### src/rtl/qrd_internal_cell_pipe_if.sv
// Beat-level handshake bundle between a QRD internal cell and its neighbours.
// slave is the cell's view; master is the view of whatever drives and consumes it.
interface qrd_internal_cell_pipe_if #(
  parameter int unsigned DATA_WIDTH = 16,
  parameter int unsigned NUM_CH     = 4
);
  localparam int unsigned CH_W = (NUM_CH > 1) ? $clog2(NUM_CH) : 1;

  // input side: rotation from the left cell, sample from the upper cell
  logic                         in_valid;
  logic                         in_ready;
  logic signed [DATA_WIDTH-1:0] c_in;
  logic signed [DATA_WIDTH-1:0] s_in;
  logic signed [DATA_WIDTH-1:0] x_in;
  logic [CH_W-1:0]              ch_in;
  logic                         freeze_in;

  // output side: rotation passed right, rotated sample passed down
  logic                         out_valid;
  logic                         out_ready;
  logic signed [DATA_WIDTH-1:0] c_out;
  logic signed [DATA_WIDTH-1:0] s_out;
  logic signed [DATA_WIDTH-1:0] x_out;
  logic [CH_W-1:0]              ch_out;
  logic                         sat_out;

  modport master (
    output in_valid, c_in, s_in, x_in, ch_in, freeze_in, out_ready,
    input  in_ready, out_valid, c_out, s_out, x_out, ch_out, sat_out
  );

  modport slave (
    input  in_valid, c_in, s_in, x_in, ch_in, freeze_in, out_ready,
    output in_ready, out_valid, c_out, s_out, x_out, ch_out, sat_out
  );
endinterface

### src/rtl/qrd_internal_cell_pipe.sv
// Givens-rotation internal cell of a systolic QR array, time-multiplexed over
// NUM_CH channels. Two stages: S1 registers the beat, S2 reads r[ch], rotates,
// registers the outputs and writes r[ch] back in the same cycle, so consecutive
// beats on one channel always see the freshest r.
module qrd_internal_cell_pipe #(
  parameter int unsigned DATA_WIDTH = 16,
  parameter int unsigned FRAC_BITS  = 14,
  parameter int unsigned NUM_CH     = 4
) (
  input  logic                         clk,
  input  logic                         rst,
  input  logic signed [DATA_WIDTH-1:0] lambda,
  input  logic                         clear,
  qrd_internal_cell_pipe_if.slave      bus
);
  localparam int unsigned CH_W   = (NUM_CH > 1) ? $clog2(NUM_CH) : 1;
  localparam int unsigned PROD_W = 2 * DATA_WIDTH;
  localparam int unsigned SUM_W  = 2 * DATA_WIDTH + 1;

  localparam logic signed [SUM_W-1:0] SAT_MAX =
    {{(SUM_W - DATA_WIDTH + 1){1'b0}}, {(DATA_WIDTH - 1){1'b1}}};
  localparam logic signed [SUM_W-1:0] SAT_MIN =
    {{(SUM_W - DATA_WIDTH + 1){1'b1}}, {(DATA_WIDTH - 1){1'b0}}};

  // S1 beat
  logic                         s1_valid;
  logic signed [DATA_WIDTH-1:0] s1_c;
  logic signed [DATA_WIDTH-1:0] s1_s;
  logic signed [DATA_WIDTH-1:0] s1_x;
  logic [CH_W-1:0]              s1_ch;
  logic                         s1_freeze;

  // per-channel r state
  logic signed [DATA_WIDTH-1:0] r_q [NUM_CH];

  logic                         advance;
  logic                         ch_ok;
  logic signed [DATA_WIDTH-1:0] r_cur;
  logic signed [DATA_WIDTH-1:0] rl;
  logic signed [DATA_WIDTH-1:0] x_new;
  logic signed [DATA_WIDTH-1:0] r_new;
  logic                         sat_rl;
  logic                         sat_x;
  logic                         sat_r;
  logic signed [PROD_W-1:0]     p_lr;
  logic signed [PROD_W-1:0]     p_cx;
  logic signed [PROD_W-1:0]     p_srl;
  logic signed [PROD_W-1:0]     p_sx;
  logic signed [PROD_W-1:0]     p_crl;
  logic signed [SUM_W-1:0]      sum_x;
  logic signed [SUM_W-1:0]      sum_r;

  // Clamp a wide signed value to DATA_WIDTH; MSB of the result flags a clamp.
  function automatic logic [DATA_WIDTH:0] sat_fn(input logic signed [SUM_W-1:0] v);
    logic [DATA_WIDTH:0] res;
    if (v > SAT_MAX) begin
      res = {1'b1, SAT_MAX[DATA_WIDTH-1:0]};
    end else if (v < SAT_MIN) begin
      res = {1'b1, SAT_MIN[DATA_WIDTH-1:0]};
    end else begin
      res = {1'b0, v[DATA_WIDTH-1:0]};
    end
    return res;
  endfunction

  // Whole pipe moves together whenever the output register is free or being drained.
  assign advance      = !bus.out_valid || bus.out_ready;
  assign bus.in_ready = advance;

  // Commit datapath: forget, rotate, and produce the new r for the S1 beat.
  always_comb begin
    ch_ok = (32'(s1_ch) < NUM_CH);
    r_cur = '0;
    if (ch_ok) begin
      r_cur = r_q[s1_ch];
    end

    p_lr = PROD_W'(lambda) * PROD_W'(r_cur);
    {sat_rl, rl} = sat_fn(SUM_W'(p_lr) >>> FRAC_BITS);

    p_cx  = PROD_W'(s1_c) * PROD_W'(s1_x);
    p_srl = PROD_W'(s1_s) * PROD_W'(rl);
    p_sx  = PROD_W'(s1_s) * PROD_W'(s1_x);
    p_crl = PROD_W'(s1_c) * PROD_W'(rl);

    sum_x = SUM_W'(p_cx) - SUM_W'(p_srl);
    sum_r = SUM_W'(p_sx) + SUM_W'(p_crl);

    {sat_x, x_new} = sat_fn(sum_x >>> FRAC_BITS);
    {sat_r, r_new} = sat_fn(sum_r >>> FRAC_BITS);
  end

  // S1: capture the offered beat whenever the pipe advances.
  always_ff @(posedge clk or negedge rst) begin
    if (!rst) begin
      s1_valid  <= 1'b0;
      s1_c      <= '0;
      s1_s      <= '0;
      s1_x      <= '0;
      s1_ch     <= '0;
      s1_freeze <= 1'b0;
    end else if (advance) begin
      s1_valid <= bus.in_valid;
      if (bus.in_valid) begin
        s1_c      <= bus.c_in;
        s1_s      <= bus.s_in;
        s1_x      <= bus.x_in;
        s1_ch     <= bus.ch_in;
        s1_freeze <= bus.freeze_in;
      end
    end
  end

  // S2: register the committed beat's results onto the output port.
  always_ff @(posedge clk or negedge rst) begin
    if (!rst) begin
      bus.out_valid <= 1'b0;
      bus.c_out     <= '0;
      bus.s_out     <= '0;
      bus.x_out     <= '0;
      bus.ch_out    <= '0;
      bus.sat_out   <= 1'b0;
    end else if (advance) begin
      bus.out_valid <= s1_valid;
      if (s1_valid) begin
        bus.c_out   <= s1_c;
        bus.s_out   <= s1_s;
        bus.x_out   <= x_new;
        bus.ch_out  <= s1_ch;
        bus.sat_out <= sat_rl | sat_x | sat_r;
      end
    end
  end

  // r state: clear wins over a same-cycle commit; frozen or out-of-range beats never write.
  always_ff @(posedge clk or negedge rst) begin
    if (!rst) begin
      r_q <= '{default: '0};
    end else if (clear) begin
      r_q <= '{default: '0};
    end else if (advance && s1_valid && !s1_freeze && ch_ok) begin
      r_q[s1_ch] <= r_new;
    end
  end
endmodule

### src/flat_wrapper.sv
// flat-port wrapper written by rule: the top's interface ports become plain ports
module qrd_internal_cell_pipe_flat 
#(
  parameter int unsigned DATA_WIDTH = 16,
  parameter int unsigned FRAC_BITS  = 14,
  parameter int unsigned NUM_CH     = 4
)
  (clk, rst, lambda, clear, bus_in_valid, bus_c_in, bus_s_in, bus_x_in, bus_ch_in, bus_freeze_in, bus_out_ready, bus_in_ready, bus_out_valid, bus_c_out, bus_s_out, bus_x_out, bus_ch_out, bus_sat_out);
  qrd_internal_cell_pipe_if #(.DATA_WIDTH(DATA_WIDTH), .NUM_CH(NUM_CH)) bus_i ();
  input  logic clk;
  input  logic rst;
  input  logic signed [DATA_WIDTH-1:0] lambda;
  input  logic clear;
  input wire logic [$bits(bus_i.in_valid)-1:0] bus_in_valid;
  input wire logic [$bits(bus_i.c_in)-1:0] bus_c_in;
  input wire logic [$bits(bus_i.s_in)-1:0] bus_s_in;
  input wire logic [$bits(bus_i.x_in)-1:0] bus_x_in;
  input wire logic [$bits(bus_i.ch_in)-1:0] bus_ch_in;
  input wire logic [$bits(bus_i.freeze_in)-1:0] bus_freeze_in;
  input wire logic [$bits(bus_i.out_ready)-1:0] bus_out_ready;
  output wire logic [$bits(bus_i.in_ready)-1:0] bus_in_ready;
  output wire logic [$bits(bus_i.out_valid)-1:0] bus_out_valid;
  output wire logic [$bits(bus_i.c_out)-1:0] bus_c_out;
  output wire logic [$bits(bus_i.s_out)-1:0] bus_s_out;
  output wire logic [$bits(bus_i.x_out)-1:0] bus_x_out;
  output wire logic [$bits(bus_i.ch_out)-1:0] bus_ch_out;
  output wire logic [$bits(bus_i.sat_out)-1:0] bus_sat_out;
  assign bus_i.in_valid = bus_in_valid;
  assign bus_i.c_in = bus_c_in;
  assign bus_i.s_in = bus_s_in;
  assign bus_i.x_in = bus_x_in;
  assign bus_i.ch_in = bus_ch_in;
  assign bus_i.freeze_in = bus_freeze_in;
  assign bus_i.out_ready = bus_out_ready;
  assign bus_in_ready = bus_i.in_ready;
  assign bus_out_valid = bus_i.out_valid;
  assign bus_c_out = bus_i.c_out;
  assign bus_s_out = bus_i.s_out;
  assign bus_x_out = bus_i.x_out;
  assign bus_ch_out = bus_i.ch_out;
  assign bus_sat_out = bus_i.sat_out;
  qrd_internal_cell_pipe #(.DATA_WIDTH(DATA_WIDTH), .FRAC_BITS(FRAC_BITS), .NUM_CH(NUM_CH)) u_core (.clk(clk), .rst(rst), .lambda(lambda), .clear(clear), .bus(bus_i));
endmodule
### config.mk
export PLATFORM = sky130hd
export DESIGN_NAME = qrd_internal_cell_pipe_flat
export DESIGN_NICKNAME = d
export VERILOG_FILES = /design/src/rtl/qrd_internal_cell_pipe_if.sv /design/src/rtl/qrd_internal_cell_pipe.sv /design/src/flat_wrapper.sv
export SDC_FILE = /design/constraint.sdc
export NUM_CORES = 2
export LEC_CHECK = 0
export ABC_AREA = 1
export BUFFER_PORTS_ARGS = -buffer_cell sky130_fd_sc_hd__buf_2
export CORE_ASPECT_RATIO = 1.4
export CORE_MARGIN = 1.5
export CORE_UTILIZATION = 35
export CTS_BUF_LIST = sky130_fd_sc_hd__clkbuf_8
export CTS_CLUSTER_DIAMETER = 150
export CTS_CLUSTER_SIZE = 14
export DETAILED_ROUTE_END_ITERATION = 12
export GPL_TIMING_DRIVEN = 0
export PLACE_DENSITY_LB_ADDON = 0.25
export REMOVE_ABC_BUFFERS = 1
export SETUP_SLACK_MARGIN = 0.1
export SYNTH_ARGS = -nofsm -noshare
export SYNTH_HDL_FRONTEND = slang
export SYNTH_SLANG_ARGS = --single-unit
### constraint.sdc
create_clock -name clk -period 17.9 [get_ports clk]
set_input_delay 3.58 -clock clk [delete_from_list [all_inputs] [get_ports clk]]
set_output_delay 3.58 -clock clk [all_outputs]
set_load 0.005 [all_outputs]
==> impl_metrics.csv <==
group,metric,value,unit
run_status,outcome,"finished, violations left",
run_status,violations_in_the_final_reports,"capacitance limit, slew limit",
synth,synth-edff-count,0,
sta,max_slew.worst_pin.slew,1.51,ns
floorplan,initial_core_utilization,0.353,
synth,ys_dominant_reg_cell,"dfrtp_1",
floorplan,core_area,0.161,mm2
sta,worst_clock_skew,0.0675,ns
cts,cts.clk_slew.worst_paths,0.12,ns
layout,fill_cells,16600,
synth,ys_ff_latch,168,
floorplan,design.die.area,0.165,mm2
global_routing,grt_max_degree,80,
drt,detail_route.vias_per_cell,4.83,
critical_path,crit_path_start_kind,"primary input",
drt,avgRoutedWirePerCell,18.7,um
synth,seq_total_area_yosys,0.0740,
drt,drtAntennaViolNets,0,
critical_path,timing.setup.critical_path_class,"primary input to register",
layout,nets_final,8457,
drt,detail_route.first_pass.iterations,6,
floorplan,num_io_pins,125,
critical_path,crit_buf_inv,14,
global_routing,grt_first_pass_wirelength,262000,um
synth,ys_async_sr_fraction,1.00,
synth,postSynthCellCount,6638,
critical_path,worst-endpoint-required,18.44,ns
min_path,hold_path_class,"register to register",
placed_design,dp.final_hpwl,134000,um
sta,hold_violations,0,
layout,stdcell_area,0.0604,mm2
sta,pins_over_slew_limit,27,
synth,netlist_area,0.0568,mm2
synth,synth_top_area_cells,"fa_1 51%, inv_1 13%, nand2_1 8.6%",
global_routing,first_global_vias,46200,
drt,drcViolationCount,0,
sta,finalSetupTns,0,ns
sta,final-setup-viol-count,0,
critical_path,crit_path_frequent_cell,"fa_1",
cts,clk_path_buf_depth,2,
critical_path,cp.arrival,17.77,ns
cts,clk_root_buffer_cell,"clkbuf_8",
drt,route.final.wire_length,163000,um
floorplan,die_h,480,um
placed_design,routabilityCongestion,0.918,
critical_path,cpMaxStageDelayCell,"fa_2",
cts,cts_tree,"built",
synth,synth_largest_type_area_fraction,0.505,
cts,cts_buffers,17,
synth,synth_area_per_inst,8.56,um2
sta,finalCriticalPeriod,17.23,ns
critical_path,critical_path.max_fanout,20,
floorplan,rows,174,
critical_path,crit_path_max_incr_delay,0.71,ns
drt,vias,42000,
sta,rsz_0062_raised_after_global_routing,"true",
cts,clkSinkCount,168,
layout,layout-drive-gt1-share,0.0533,
sta,holdWs,0.491,ns
critical_path,critPathTopFamily,"adder cells",
sta,slew-limit-headroom,-0.00808,
cts,worst_skew_pair.late_latency,0.71,ns
synth,synth.largest_area_cell,"fa_1",
cts,hold_buffers,0,
global_routing,globalRouteTotalUtil,0.210,
job,drv.max_cap_violation_count,3,
synth,ys.warnings.count,0,
drt,initial_detailed_routing_violation_count,2394,
floorplan,die_width,343,um
sta,period_share,0.962,
cts,htreeDepth,4,
critical_path,cp-end-kind,"register",
placed_design,place.port_buffers,124,
global_routing,global_route.overflow_total,0,
synth,synth.distinct_cells,52,
layout,areaGrowthSynthToFinish,6.33,%
global_routing,number_of_antenna_violations_at_the_first_check_in_global_routing,4,
sta,maxClockFrequency,58.0,MHz
placed_design,placed_cell_area,0.0593,mm2
repair_timing:
action	CTS	global route
setup buffers	10	21
endpoints found under the setup margin	81	81
gates cloned	2	1
pin swaps	0	4
gates resized for setup	44	44
cell families (layout without fill, tap and decap cells):
group | Yosys count | after routing | share of synthesized area
AOI/OAI and AO/OA | 340 | 340 | 0.0337
buffers and inverters | 2189 | 2134 | 0.145
and+or+nand+nor | 2018 | 2018 | 0.140
muxes | 16 | 16 | 0.00317
DFF | 168 | 168 | 0.0740
xor gates and xnor gates | 92 | 92 | 0.0142
adders and majority gates | 1815 | 1815 | 0.589
other | 0 | 4 | 0
stage by stage:
stage / util / cells / setup slack, ns
2_1_floorplan: - / 6383 / 0.863
6_report: 0.375 / 8699 / 0.673
3_5_place_dp: 0.369 / 8628 / -2.96
5_1_grt: 0.375 / 8697 / 0.0689
4_1_cts: 0.373 / 8672 / 0.108
3_3_place_gp: 0.367 / 8619 / -2.86
flip-flops by register name (all words and copies together), names as in the netlist:
signal	count
u_core.bus.out_valid	1
u_core.bus.x_out	16
u_core.s1_valid	1
u_core.bus.ch_out	2
u_core.s1_x	16
u_core.bus.sat_out	1
u_core.r_q	64
u_core.bus.c_out	16
u_core.bus.s_out	16
u_core.s1_s	16
u_core.s1_c	16
u_core.s1_ch	2
u_core.s1_freeze	1
area by class of cell:
cell class | count | area (um2) | area share
Antenna cell | 4 | 10.0 | 0.000166
Clock buffer | 17 | 234 | 0.00387
Clock inverter | 15 | 221 | 0.00367
Inverter | 1934 | 7330 | 0.121
Multi-Input combinational cell | 4281 | 44600 | 0.738
Sequential cell | 168 | 4220 | 0.0699
Tap cell | 2112 | 2640 | 0.0438
Timing Repair Buffer | 165 | 1110 | 0.0184
Timing Repair inverter | 3 | 23.8 | 0.000394
final timing paths:
| path | to | slack (ns) | cells after the start | start |
|---|---|---|---|---|
| max | u_core.bus.sat_out | 0.67 | 53 | lambda[15] |
| min | u_core.bus.s_out[7] | 0.49 | 2 | u_core.bus.s_out[7] |
| max reg2reg | u_core.bus.sat_out | 1.36 | 57 | u_core.s1_ch[0] |
| min reg2reg | u_core.bus.s_out[7] | 0.49 | 2 | u_core.bus.s_out[7] |
| max in group asynchronous | u_core.r_q[38] | 14.05 | 3 | rst |
| min in group asynchronous | u_core.bus.x_out[2] | 2.74 | 1 | rst |
synthesized netlist by cell type, drive strengths merged, types with 16 or more instances:
cell type,count
a21oi,144
a31oi,20
buf,25
clkbuf,230
clkinv,28
dfrtp,168
fa,1434
ha,381
inv,1906
mux2,16
nand2,1336
nand3,47
nor2,580
nor3,20
o21a,18
o21ai,108
xnor2,42
xor2,50
layer usage:
metal | vias up | routed length [um] | global-route usage
met4 | 2 | 6850 | 0.0796
met1 | 22000 | 63800 | 0.258
met2 | 1139 | 84100 | 0.373
met3 | 251 | 8220 | 0.0255
met5 | - | 9 | 0
li1 | 18600 | - | -
worst reg2reg max path, delay by kind of cell, from the launching register on:
family / cells / cell delay [ns]
fa+ha+maj: 16 / 8.30
simple gates: 19 / 3.19
buf+inv: 14 / 2.32
compound gates: 8 / 1.90
flops: 1 / 0.67
layout by cell type, fill, tap and decap left out, types with 5 or more instances in the layout:
cell type,n
nor2_1,566
nand2_8,6
o21ai_0,94
nand2_2,38
a21oi_1,142
buf_4,29
o211ai_1,5
o21a_1,18
clkinv_8,10
o21ai_1,14
a31oi_1,20
dfrtp_1,153
o22ai_1,11
inv_1,1887
xor2_1,50
buf_2,124
clkinv_1,23
mux2_2,16
nor2_2,7
and3_1,5
ha_1,380
nand2_1,1282
xnor2_1,41
buf_16,7
nand3_2,5
clkinvlp_4,14
nand4_1,14
fa_2,6
a21o_1,8
fa_1,1428
nor3_1,18
dfrtp_2,15
nor4_1,5
clkbuf_8,17
nand2_4,10
inv_4,5
o31ai_1,6
nand3_1,41
Power is left out: the tool's default activity adds up to more than one toggle a clock period on the data nets, which glitch-free logic cannot reach.
